File: config.mk
export PLATFORM = sky130hd
export DESIGN_NAME = seq_run_ctrl
export DESIGN_NICKNAME = d
export VERILOG_FILES = /design/src/rtl/seq_run_ctrl.sv
export SDC_FILE = /design/constraint.sdc
export NUM_CORES = 1
export LEC_CHECK = 0
export CELL_PAD_IN_SITES_DETAIL_PLACEMENT = 2
export CELL_PAD_IN_SITES_GLOBAL_PLACEMENT = 2
export CORE_MARGIN = 2
export CORE_UTILIZATION = 25
export CTS_BUF_LIST = sky130_fd_sc_hd__clkbuf_2
export CTS_CLUSTER_SIZE = 16
export DETAILED_ROUTE_END_ITERATION = 10
export PLACE_DENSITY_LB_ADDON = 0.1
export SLEW_MARGIN = 15
export SYNTH_ARGS = -nofsm -noshare
export SYNTH_HDL_FRONTEND = slang
export SYNTH_SLANG_ARGS = --single-unit
File: constraint.sdc
create_clock -name clk -period 1.9 [get_ports clk]
set_clock_uncertainty 0.1 [all_clocks]
set_input_delay 0.475 -clock clk [delete_from_list [all_inputs] [get_ports clk]]
set_output_delay 0.475 -clock clk [all_outputs]
set_load 0.005 [all_outputs]
File: src/rtl/seq_run_ctrl.sv
// Run controller for the 0->5->7->6->3->2 sequence: start/stop/done handshake around a step-counted run.
// Optional `SEQ_LOAD_CHECK_EN rejects loads of the illegal codes 1 and 4 and pulses err.
module seq_run_ctrl #(
  parameter int CNT_W = 8
) (
  input  logic             clk,
  input  logic             rst,
  input  logic             start,
  input  logic [CNT_W-1:0] step_cnt,
  input  logic             stop,
  input  logic             load,
  input  logic [2:0]       load_val,
  output logic [2:0]       q,
  output logic             busy,
  output logic             done,
  output logic [CNT_W-1:0] cnt_left,
  output logic             err
);

  // Handshake: start is accepted only in IDLE; stop only in RUN; done pulses for the single DONE cycle.
  typedef enum logic [1:0] {S_IDLE, S_RUN, S_DONE} state_e;

  state_e           state_q, state_d;
  logic [2:0]       q_q, q_d;
  logic [CNT_W-1:0] cnt_q, cnt_d;
  logic             load_ok;

  function automatic logic [2:0] next_code(input logic [2:0] c);
    case (c)
      3'd0:    next_code = 3'd5;
      3'd5:    next_code = 3'd7;
      3'd7:    next_code = 3'd6;
      3'd6:    next_code = 3'd3;
      3'd3:    next_code = 3'd2;
      default: next_code = 3'd0;  // 2 wraps to 0; illegal 1 and 4 recover to 0
    endcase
  endfunction

`ifdef SEQ_LOAD_CHECK_EN
  logic err_q, err_d;
  assign load_ok = (load_val != 3'd1) && (load_val != 3'd4);
  assign err     = err_q;
`else
  assign load_ok = 1'b1;
  assign err     = 1'b0;
`endif

  always_comb begin
    state_d = state_q;
    q_d     = q_q;
    cnt_d   = cnt_q;
`ifdef SEQ_LOAD_CHECK_EN
    err_d   = 1'b0;
`endif
    case (state_q)
      S_IDLE: begin
        if (load) begin
          if (load_ok) q_d = load_val;
`ifdef SEQ_LOAD_CHECK_EN
          else err_d = 1'b1;
`endif
        end
        if (start) begin
          if (step_cnt != '0) begin
            cnt_d   = step_cnt;
            state_d = S_RUN;
          end else begin
            state_d = S_DONE;
          end
        end
      end
      S_RUN: begin
        if (stop) begin
          state_d = S_DONE;
        end else begin
          q_d = next_code(q_q);
          if (cnt_q != '0) cnt_d = cnt_q - CNT_W'(1);
          if (cnt_q <= CNT_W'(1)) state_d = S_DONE;
        end
      end
      S_DONE:  state_d = S_IDLE;
      default: state_d = S_IDLE;
    endcase
  end

  always_ff @(posedge clk) begin
    if (rst) begin
      state_q <= S_IDLE;
      q_q     <= 3'd0;
      cnt_q   <= '0;
`ifdef SEQ_LOAD_CHECK_EN
      err_q   <= 1'b0;
`endif
    end else begin
      state_q <= state_d;
      q_q     <= q_d;
      cnt_q   <= cnt_d;
`ifdef SEQ_LOAD_CHECK_EN
      err_q   <= err_d;
`endif
    end
  end

  assign q        = q_q;
  assign cnt_left = cnt_q;
  assign busy     = (state_q == S_RUN);
  assign done     = (state_q == S_DONE);

endmodule

# Word level (Yosys, flattened, before mapping)
# Index checks and enable logic that the tools add are counted.
# classes
addsub,1
n_mul,0
div,0
order_cmp,1
eq_ne,12
n_shift,0
muxes,14
bitwise_logic,0
reduce_logical,8
# op_table
op,n
2-to-1 mux 8 bit,4
one-hot mux 8 bit (2 select lines),1
nonzero test 8 bit,2
one-hot mux 3 bit (5 select lines),1
"== test 3 bit, second input constant",3
"<= comparator 8 x 1 -> 1 bit, second input constant",1
2-to-1 mux 2 bit,4
"!= test 2 bit, second input constant",4
"subtractor 8 x 1 -> 8 bit, second input constant",1
2-to-1 mux 3 bit,2
one-hot mux 3 bit (2 select lines),1
AND reduction 5 bit,1
one-hot mux 2 bit (2 select lines),1
"== test 3 x 2 -> 1 bit, second input constant",1
logical NOT 3 bit,1
"!= test 3 x 2 -> 1 bit, second input constant",1
AND reduction 3 bit,1
"== test 2 x 1 -> 1 bit, second input constant",1
"== test 2 bit, second input constant",1
logical NOT 2 bit,1
"!= test 2 x 1 -> 1 bit, second input constant",1
AND reduction 2 bit,1
nonzero test 2 bit,1
# totals
register_bits,13
latchBits,0
mem_bits_rw,0
mem_bits_ro,0
input_bits,16
out_inout_bits,14
mem_count,0

# Longest topological paths before layout
# Gate-level depths: netlist of run 1.
# logic_depth
depth_word,4
mapped_depth,6
depth_no_buf,6

# Worst setup path before layout of run 1
# No wires, ideal clock.
# synth_timing
kind,reg2reg
start,reg cnt_q[0] (netlist: cnt_left[0])
end,reg cnt_q[4] (netlist: cnt_left[4])
setup_time_ns,0.071
arrival_time_ns,1.684
t_required_ns,1.729
setup_slack_ns,0.046
path_stages_with_launch,7
n_path_buf,0
synth_period_minus_slack_ns,1.854
cell_sequence,dfxtp_1 inv_1 ha_1 nor3b_2 a211o_2 a221o_1 a21oi_1
# synth_via
elab_chain_len,4
word_cells_on_any_way,7
classes_between,add/sub (1); eq/ne (1); mux (3); reduce/logical (2)
# synth_rtl
item,line_no,text
from (decl),25,"logic [CNT_W-1:0] cnt_q, cnt_d;"
from (signal assigned),97,cnt_q <= cnt_d;
subtractor 8 x 1 -> 8 bit,77,if (cnt_q != '0) cnt_d = cnt_q - CNT_W'(1);
2-to-1 mux 8 bit,77,
2-to-1 mux 8 bit,73,if (stop) begin
one-hot mux 8 bit (2 select lines),55,case (state_q)
# Parallel ways exist; a longest one is shown, timed or not. The select of a mux whose other input is x is not followed.
# A chain may end at the register's enable or synchronous reset.

# Final worst setup path of run 1
# layout_timing
start,in step_cnt[7]
end,reg cnt_q[5] (netlist: cnt_left[5])
# layout_via
elab_chain_len,3
# layout_rtl
item,line_no,text
from (decl),9,"input logic [CNT_W-1:0] step_cnt,"
nonzero test 8 bit,64,if (step_cnt != '0) begin
!= test 2 bit (no source line),--,
AND reduction 5 bit (no source line),--,
# No other way between the ends.

==> metrics, run 1 <==
status finished clean; initial antenna violation count 0; layout cells sized above 1 approximately two fifths; Area Growth Syn to Fin 66.6%; DR WL/cell between 15 and 20 um; Yosys top cell area share a little over a quarter; Syn Area/Cell ~8.4 sq um; Overall Power 0.00125 W; register area share after synthesis 26.4%; routability cong. about 0.75; initial DRC count 31; CP Class input pin to flip-flop; Max Cap Viol 0; die area about 4500 sq um; leading area contributor after synthesis dfxtp_1; Post-Syn Nets 135; type of the most critical hold path flip-flop to flip-flop; Clock Path Buffers 2; crit share post-route 96.8%; io pins 30; Final HPWL DP about 3000 um; Ys Warns 0; number of synthesized register bits 13; pin count of the biggest net entering global routing 18; Fin. Hold Viols 0; Core Util, Final 44.2%; Max FO, Critical Path 5; DRC 0; Switch Pwr between 0.0005 and 0.0006 W; Worst IR Drop VDD 0.296 mV; Vert. Die Dim 66.8 um; Final #Nets between 150 and 200; fin area about 1600 sq um; CP Capture Type flip-flop; number of distinct library cells after synthesis 52; Final ANT Viol Nets 0; ys flop type dfxtp_1; grt ovf 0; worst skew pair latency a little under 0.3 ns; drt pass-1 iters 4; Worst Setup Start Kind input pin; TNS Setup 0 ns; Combinational Power Share between 50% and 60%; final setup fails 0; vias in the first global route between 1000 and 1500; CTS clock-pin slew for the worst setup and hold paths 0.15 ns; top cells by area, synth dfxtp_1 26%, a21oi_1 3.6%, nor2_1 3.4%, o22ai_1 3.2%, mux2i_1 3.0%; Placeable Area approximately 3700 sq um; post-synthesis instance total 117; Switching Fraction between 40% and 50%; Initial Util 26.5%; clock network power share around an eighth; Port Buffer Count 28; Max Slew Vio Count 0; hold_buf cts 0; crit path DAT approximately 1.9 ns; Power Dens Cells ~760 nW/um^2; Post-synth EDFFs 0; clk sinks 13; hold slack about 0.41 ns; Int Power 0.000750 W; Vias between 1000 and 1500; H-tree depth 1; GRT Overall Usage approximately a fifth; CTS root buf clkbuf_2; Avg Vias per Cell between 5 and 6; first-pass GRT wire length 6480 um; placed inst area around 1500 sq um; unrepaired setup endpoints after global routing true; worst path required time around 2.0 ns; Static Leak roughly 0.64 nW; min Tclk post-route 1.84 ns; asr flop ratio synth 0%; routed wire length between 4000 and 5000 um; CTS buffer count 3; CTS tree done; Horiz. Die Dim around 67 um; fmax between 500 and 600 MHz; Reg power frac between 30% and 40%; Post-Syn Area between 900 and 1000 sq um; Diodes inserted 0; row cnt 22
==> cells in the mapped netlist (2+ instances only) <==
| master | count |
|---|---|
| a31oi_1 | 2 |
| a211oi_1 | 3 |
| nand2_1 | 3 |
| nor4_2 | 2 |
| mux2i_1 | 3 |
| nor2b_1 | 2 |
| buf_6 | 2 |
| inv_1 | 7 |
| a211o_1 | 2 |
| nor2_1 | 9 |
| a221oi_1 | 3 |
| o21ai_0 | 2 |
| o22ai_1 | 5 |
| dfxtp_1 | 13 |
| buf_2 | 3 |
| nor4_1 | 3 |
| nor3_1 | 4 |
| a21oi_1 | 7 |
| nor3b_2 | 2 |
| nand2b_1 | 4 |
| ha_1 | 2 |
| nand3_1 | 4 |
==> cell families (layout without fill, tap and decap cells) <==
group / count (synthesis) / after routing / share of synthesized area (%)
and+or+nand+nor: 42 / 42 / 27.5
AOI/OAI and AO/OA: 40 / 40 / 31.2
buffers and inverters: 15 / 69 / 7.99
DFF: 13 / 13 / 26.4
muxes: 3 / 3 / 3.05
adders and majority gates: 2 / 2 / 2.54
other: 1 / 1 / 0.380
xor gates and xnor gates: 1 / 1 / 0.888
==> per-layer routing <==
metal / vias to the layer above / GRT usage [%] / wire (um) / share of wire (%)
li1: 556 / - / - / -
met1: 569 / 22.5 / 1700 / 42
met2: 25 / 37.5 / 2220 / 54
met3: 6 / 4.39 / 137 / 3.3
met4: 0 / 3.32 / 40 / 0.98
met5: - / 0 / 0 / 0
==> critical path: stages <==
cell	delay, ns
clkdlybuf4s50_1	0.47
nor4_4	0.36
buf_4	0.20
a21boi_2	0.09
o22ai_1	0.23
a21oi_1	0.11
==> what timing repair did <==
item | CTS | global route
setup endpoints to repair | 13 | 18
setup buffers | 3 | 0
gates resized for setup | 12 | 26
pin swaps | 0 | 4
==> power by group through the flow <==
stage	clock network, W	registers (W)	logic, W
2_1_floorplan	0	0.000373	0.000320
3_3_place_gp	0	0.000384	0.000599
6_report	0.000163	0.000393	0.000698
3_5_place_dp	0	0.000386	0.000616
4_1_cts	0.000173	0.000385	0.000653
5_1_grt	0.000179	0.000404	0.000770
==> stage by stage <==
stage | worst slack (ns) | std cells
finish | 0.0605 | 219
global route | -0.0312 | 219
CTS | 0.00306 | 219
detailed placement | -0.358 | 212
global placement | -0.330 | 212
floorplan | 0.0455 | 117
==> final cells by class <==
type,instances,area [sq um]
Fill cell,414,2070
Multi-Input combinational cell,89,729
Timing Repair Buffer,57,514
Sequential cell,13,287
Tap cell,48,60.1
Inverter,8,32.5
Clock buffer,4,20.0
==> placed cells by master (no fill, tap or decap), types with 2 or more instances in the layout <==
| cell type | synthesis | layout |
|---|---|---|
| nor4_4 | 1 | 2 |
| nor2_1 | 9 | 9 |
| a221oi_2 | 1 | 3 |
| a211oi_1 | 3 | 3 |
| nand3_1 | 4 | 4 |
| a21oi_1 | 7 | 7 |
| nand2_1 | 3 | 3 |
| o22ai_1 | 5 | 5 |
| clkdlybuf4s50_1 | 0 | 25 |
| a31oi_1 | 2 | 2 |
| inv_1 | 7 | 5 |
| nor4_1 | 3 | 3 |
| mux2i_1 | 3 | 3 |
| dlymetal6s2s_1 | 0 | 2 |
| dfxtp_4 | 0 | 4 |
| nor2b_1 | 2 | 2 |
| buf_4 | 1 | 28 |
| nor3_1 | 4 | 4 |
| a211o_1 | 2 | 2 |
| clkbuf_2 | 0 | 4 |
| nand2b_1 | 4 | 4 |
| dfxtp_2 | 0 | 9 |
==> state kept, by name, summed over array words and instances (netlist names) <==
signal,count
q,3
cnt_left,8
state_q,2
==> path summary, 6_finish.rpt <==
path                                   from           to  slack, ns  cells after the start
worst max-delay path            step_cnt[7]  cnt_left[5]       0.06                      6
worst min register to register  cnt_left[0]  cnt_left[0]       0.41                      2
worst min-delay path            cnt_left[0]  cnt_left[0]       0.41                      2
worst max register to register  cnt_left[1]  cnt_left[4]       0.10                      8
Power figures use the tool's default switching activity.
==> inputs of run 2 (changes only) <==
SLEW_MARGIN = not set   (was 15)
==> results of run 2 <==
Same layout as run 1: the final DEF is identical, and so are final timing and power.
==> inputs of run 3 (changes only) <==
CORE_UTILIZATION = 24   (was 25)
CTS_BUF_LIST = not set   (was sky130_fd_sc_hd__clkbuf_2)
==> run 3 against run 2 <==
Effect of this change:
- non-clock buffer count fell by 3
- register-to-register slack barely moved
- sequential share of layout area decreased by 0.48 points
- clock power grew 64%
- maximum frequency rose by 0.64%
- worst setup slack improved by 0.012 ns
- critical path type unchanged
- highest routed layer unchanged
==> metrics, run 3 (synthesized netlist as in run 1, its figures left out) <==
crit path DAT 1.91 ns (-0.02 ns); max reg flops 8 (unchanged); crit share post-route 96.2% (-0.62 points); clk sinks 13 (unchanged); H-tree depth 1 (unchanged); final setup fails 0 (unchanged); Worst IR Drop VDD 0.224 mV (-24%); most common cell after layout, fill and taps aside buf_4; pin count of the biggest net entering global routing 18 (unchanged); hold_buf cts 0 (unchanged); CP Class input pin to flip-flop; highest-count cells in the layout ignoring fill and taps 26 x buf_4, 20 x clkdlybuf4s50_1, 9 x nor2_1; Max FO, Critical Path 7 (+2); Initial Util 24.8% (-1.7 points); row cnt 23 (+4.5%); TNS Setup 0 ns (unchanged); Max stage delay cell, worst path clkdlybuf4s50_1; Tightest Pin Transition ~0.48 ns; Core Util, Final 40.5% (-3.7 points); DR WL/cell 17.3 um (-7.3%); CTS tree done; Fin. Hold Viols 0 (unchanged); initial antenna violation count 0 (unchanged); Horiz. Die Dim 68.1 um (+1.9%); Finished Layout Cells 218 (-0.46%); Static Leak 0.655 nW (+2.1%); CTS clock-pin slew for the worst setup and hold paths 0.06 ns (-0.09 ns); CP Cell Sequence clkdlybuf4s50_1, nor4_2, buf_4, a21bo_4, a221o_1, a21oi_2; Avg Vias per Cell 5.13 (-2.8%); die area 4640 sq um (+3.9%); first-pass GRT wire length 5710 um (-12%); Final ANT Viol Nets 0 (unchanged); worst path required time 1.98 ns (about the same); Final #Nets 187 (-1.6%); Max Slew Vio Count 0 (unchanged); headroom to the max-slew limit between 60% and 70%; io pins 30 (unchanged); CTS root buf clkbuf_8; GRT Overall Usage 17.0% (-2.8 points); unrepaired setup endpoints after global routing false; placed cells 212 (unchanged); CTS buffer count 3 (unchanged); type of the most critical hold path flip-flop to flip-flop; routed wire length 3780 um (-7.7%); DRC 0 (unchanged); Final HPWL DP 2930 um (-1.3%); fmax 547 MHz (+0.64%); drt pass-1 iters 4 (unchanged); initial DRC count 39 (+26%); CP max stage delay 0.52 ns (+0.05 ns); vias in the first global route 1166 (-10%); CP Capture Type flip-flop; worst skew pair latency 0.25 ns (-0.04 ns); Clock Path Buffers 2 (unchanged); Worst Setup Start Kind input pin; Vert. Die Dim 68.1 um (+1.9%); Vias 1118 (-3.3%); Power Dens Cells 801 nW/um^2 (+5.0%); Placeable Area 3970 sq um (+6.9%); min Tclk post-route 1.83 ns (-0.0117 ns); grt ovf 0 (unchanged); Max Cap Viol 0 (unchanged); layout cells sized above 1 32.1% (-6.5 points); routability cong. 0.783 (+3.9%); Port Buffer Count 28 (unchanged); Diodes inserted 0 (unchanged); status finished clean; Area Growth Syn to Fin 63.1%
## run 3: routing by layer
layer	wire [um]	track usage, %	vias up	share of wire (%)
met3	84	1.97	4	2.2
li1	-	-	553	-
met5	0	0	-	0
met2	1940	30.7	16	51
met4	31	5.25	0	0.82
met1	1730	20.8	545	46
## run 3: worst max-delay path: cells and delay by family
kind	cells	cell delay (ns)
AO/OA/AOI/OAI	3	0.71
buffers and inverters	2	0.67
AND/OR/NAND/NOR	1	0.05
## run 3: repair_timing
item	in CTS	in global routing
setup buffers	0	2
resized for setup	11	17
setup endpoints to repair	9	11
pin swaps	3	6
## run 3: worst paths after layout
kind	start	to	slack [ns]	cells after the start
worst max-delay path	step_cnt[6]	cnt_left[4]	0.07	6
worst min-delay path	state_q[1]	state_q[1]	0.41	1
worst max register to register	cnt_left[0]	cnt_left[4]	0.10	6
worst min register to register	state_q[1]	state_q[1]	0.41	1
## run 3: where the power goes
part           switching (W)  total (W)  internal [W]
combinational       0.000294   0.000629      0.000335
sequential         0.0000719   0.000392      0.000320
clock               0.000118   0.000267      0.000149
total               0.000484    0.00129      0.000804
## run 3: through the flow
step	hold WS, ns	power, W	cell area (sq um)	worst slack [ns]
2_1_floorplan	0.431	0.000693	986	0.0455
3_3_place_gp	0.429	0.000967	1460	-0.406
3_5_place_dp	0.449	0.000987	1460	-0.399
4_1_cts	0.405	0.00127	1540	-0.00202
5_1_grt	0.432	0.00139	1610	0.00704
6_report	0.411	0.00129	1610	0.0722
## run 3: cell type report
class	count	area, sq um
Inverter	8	30.0
Timing Repair Buffer	54	488
Sequential cell	13	273
Tap cell	50	62.6
Fill cell	458	2360
Multi-Input combinational cell	89	709
Clock buffer	4	45.0
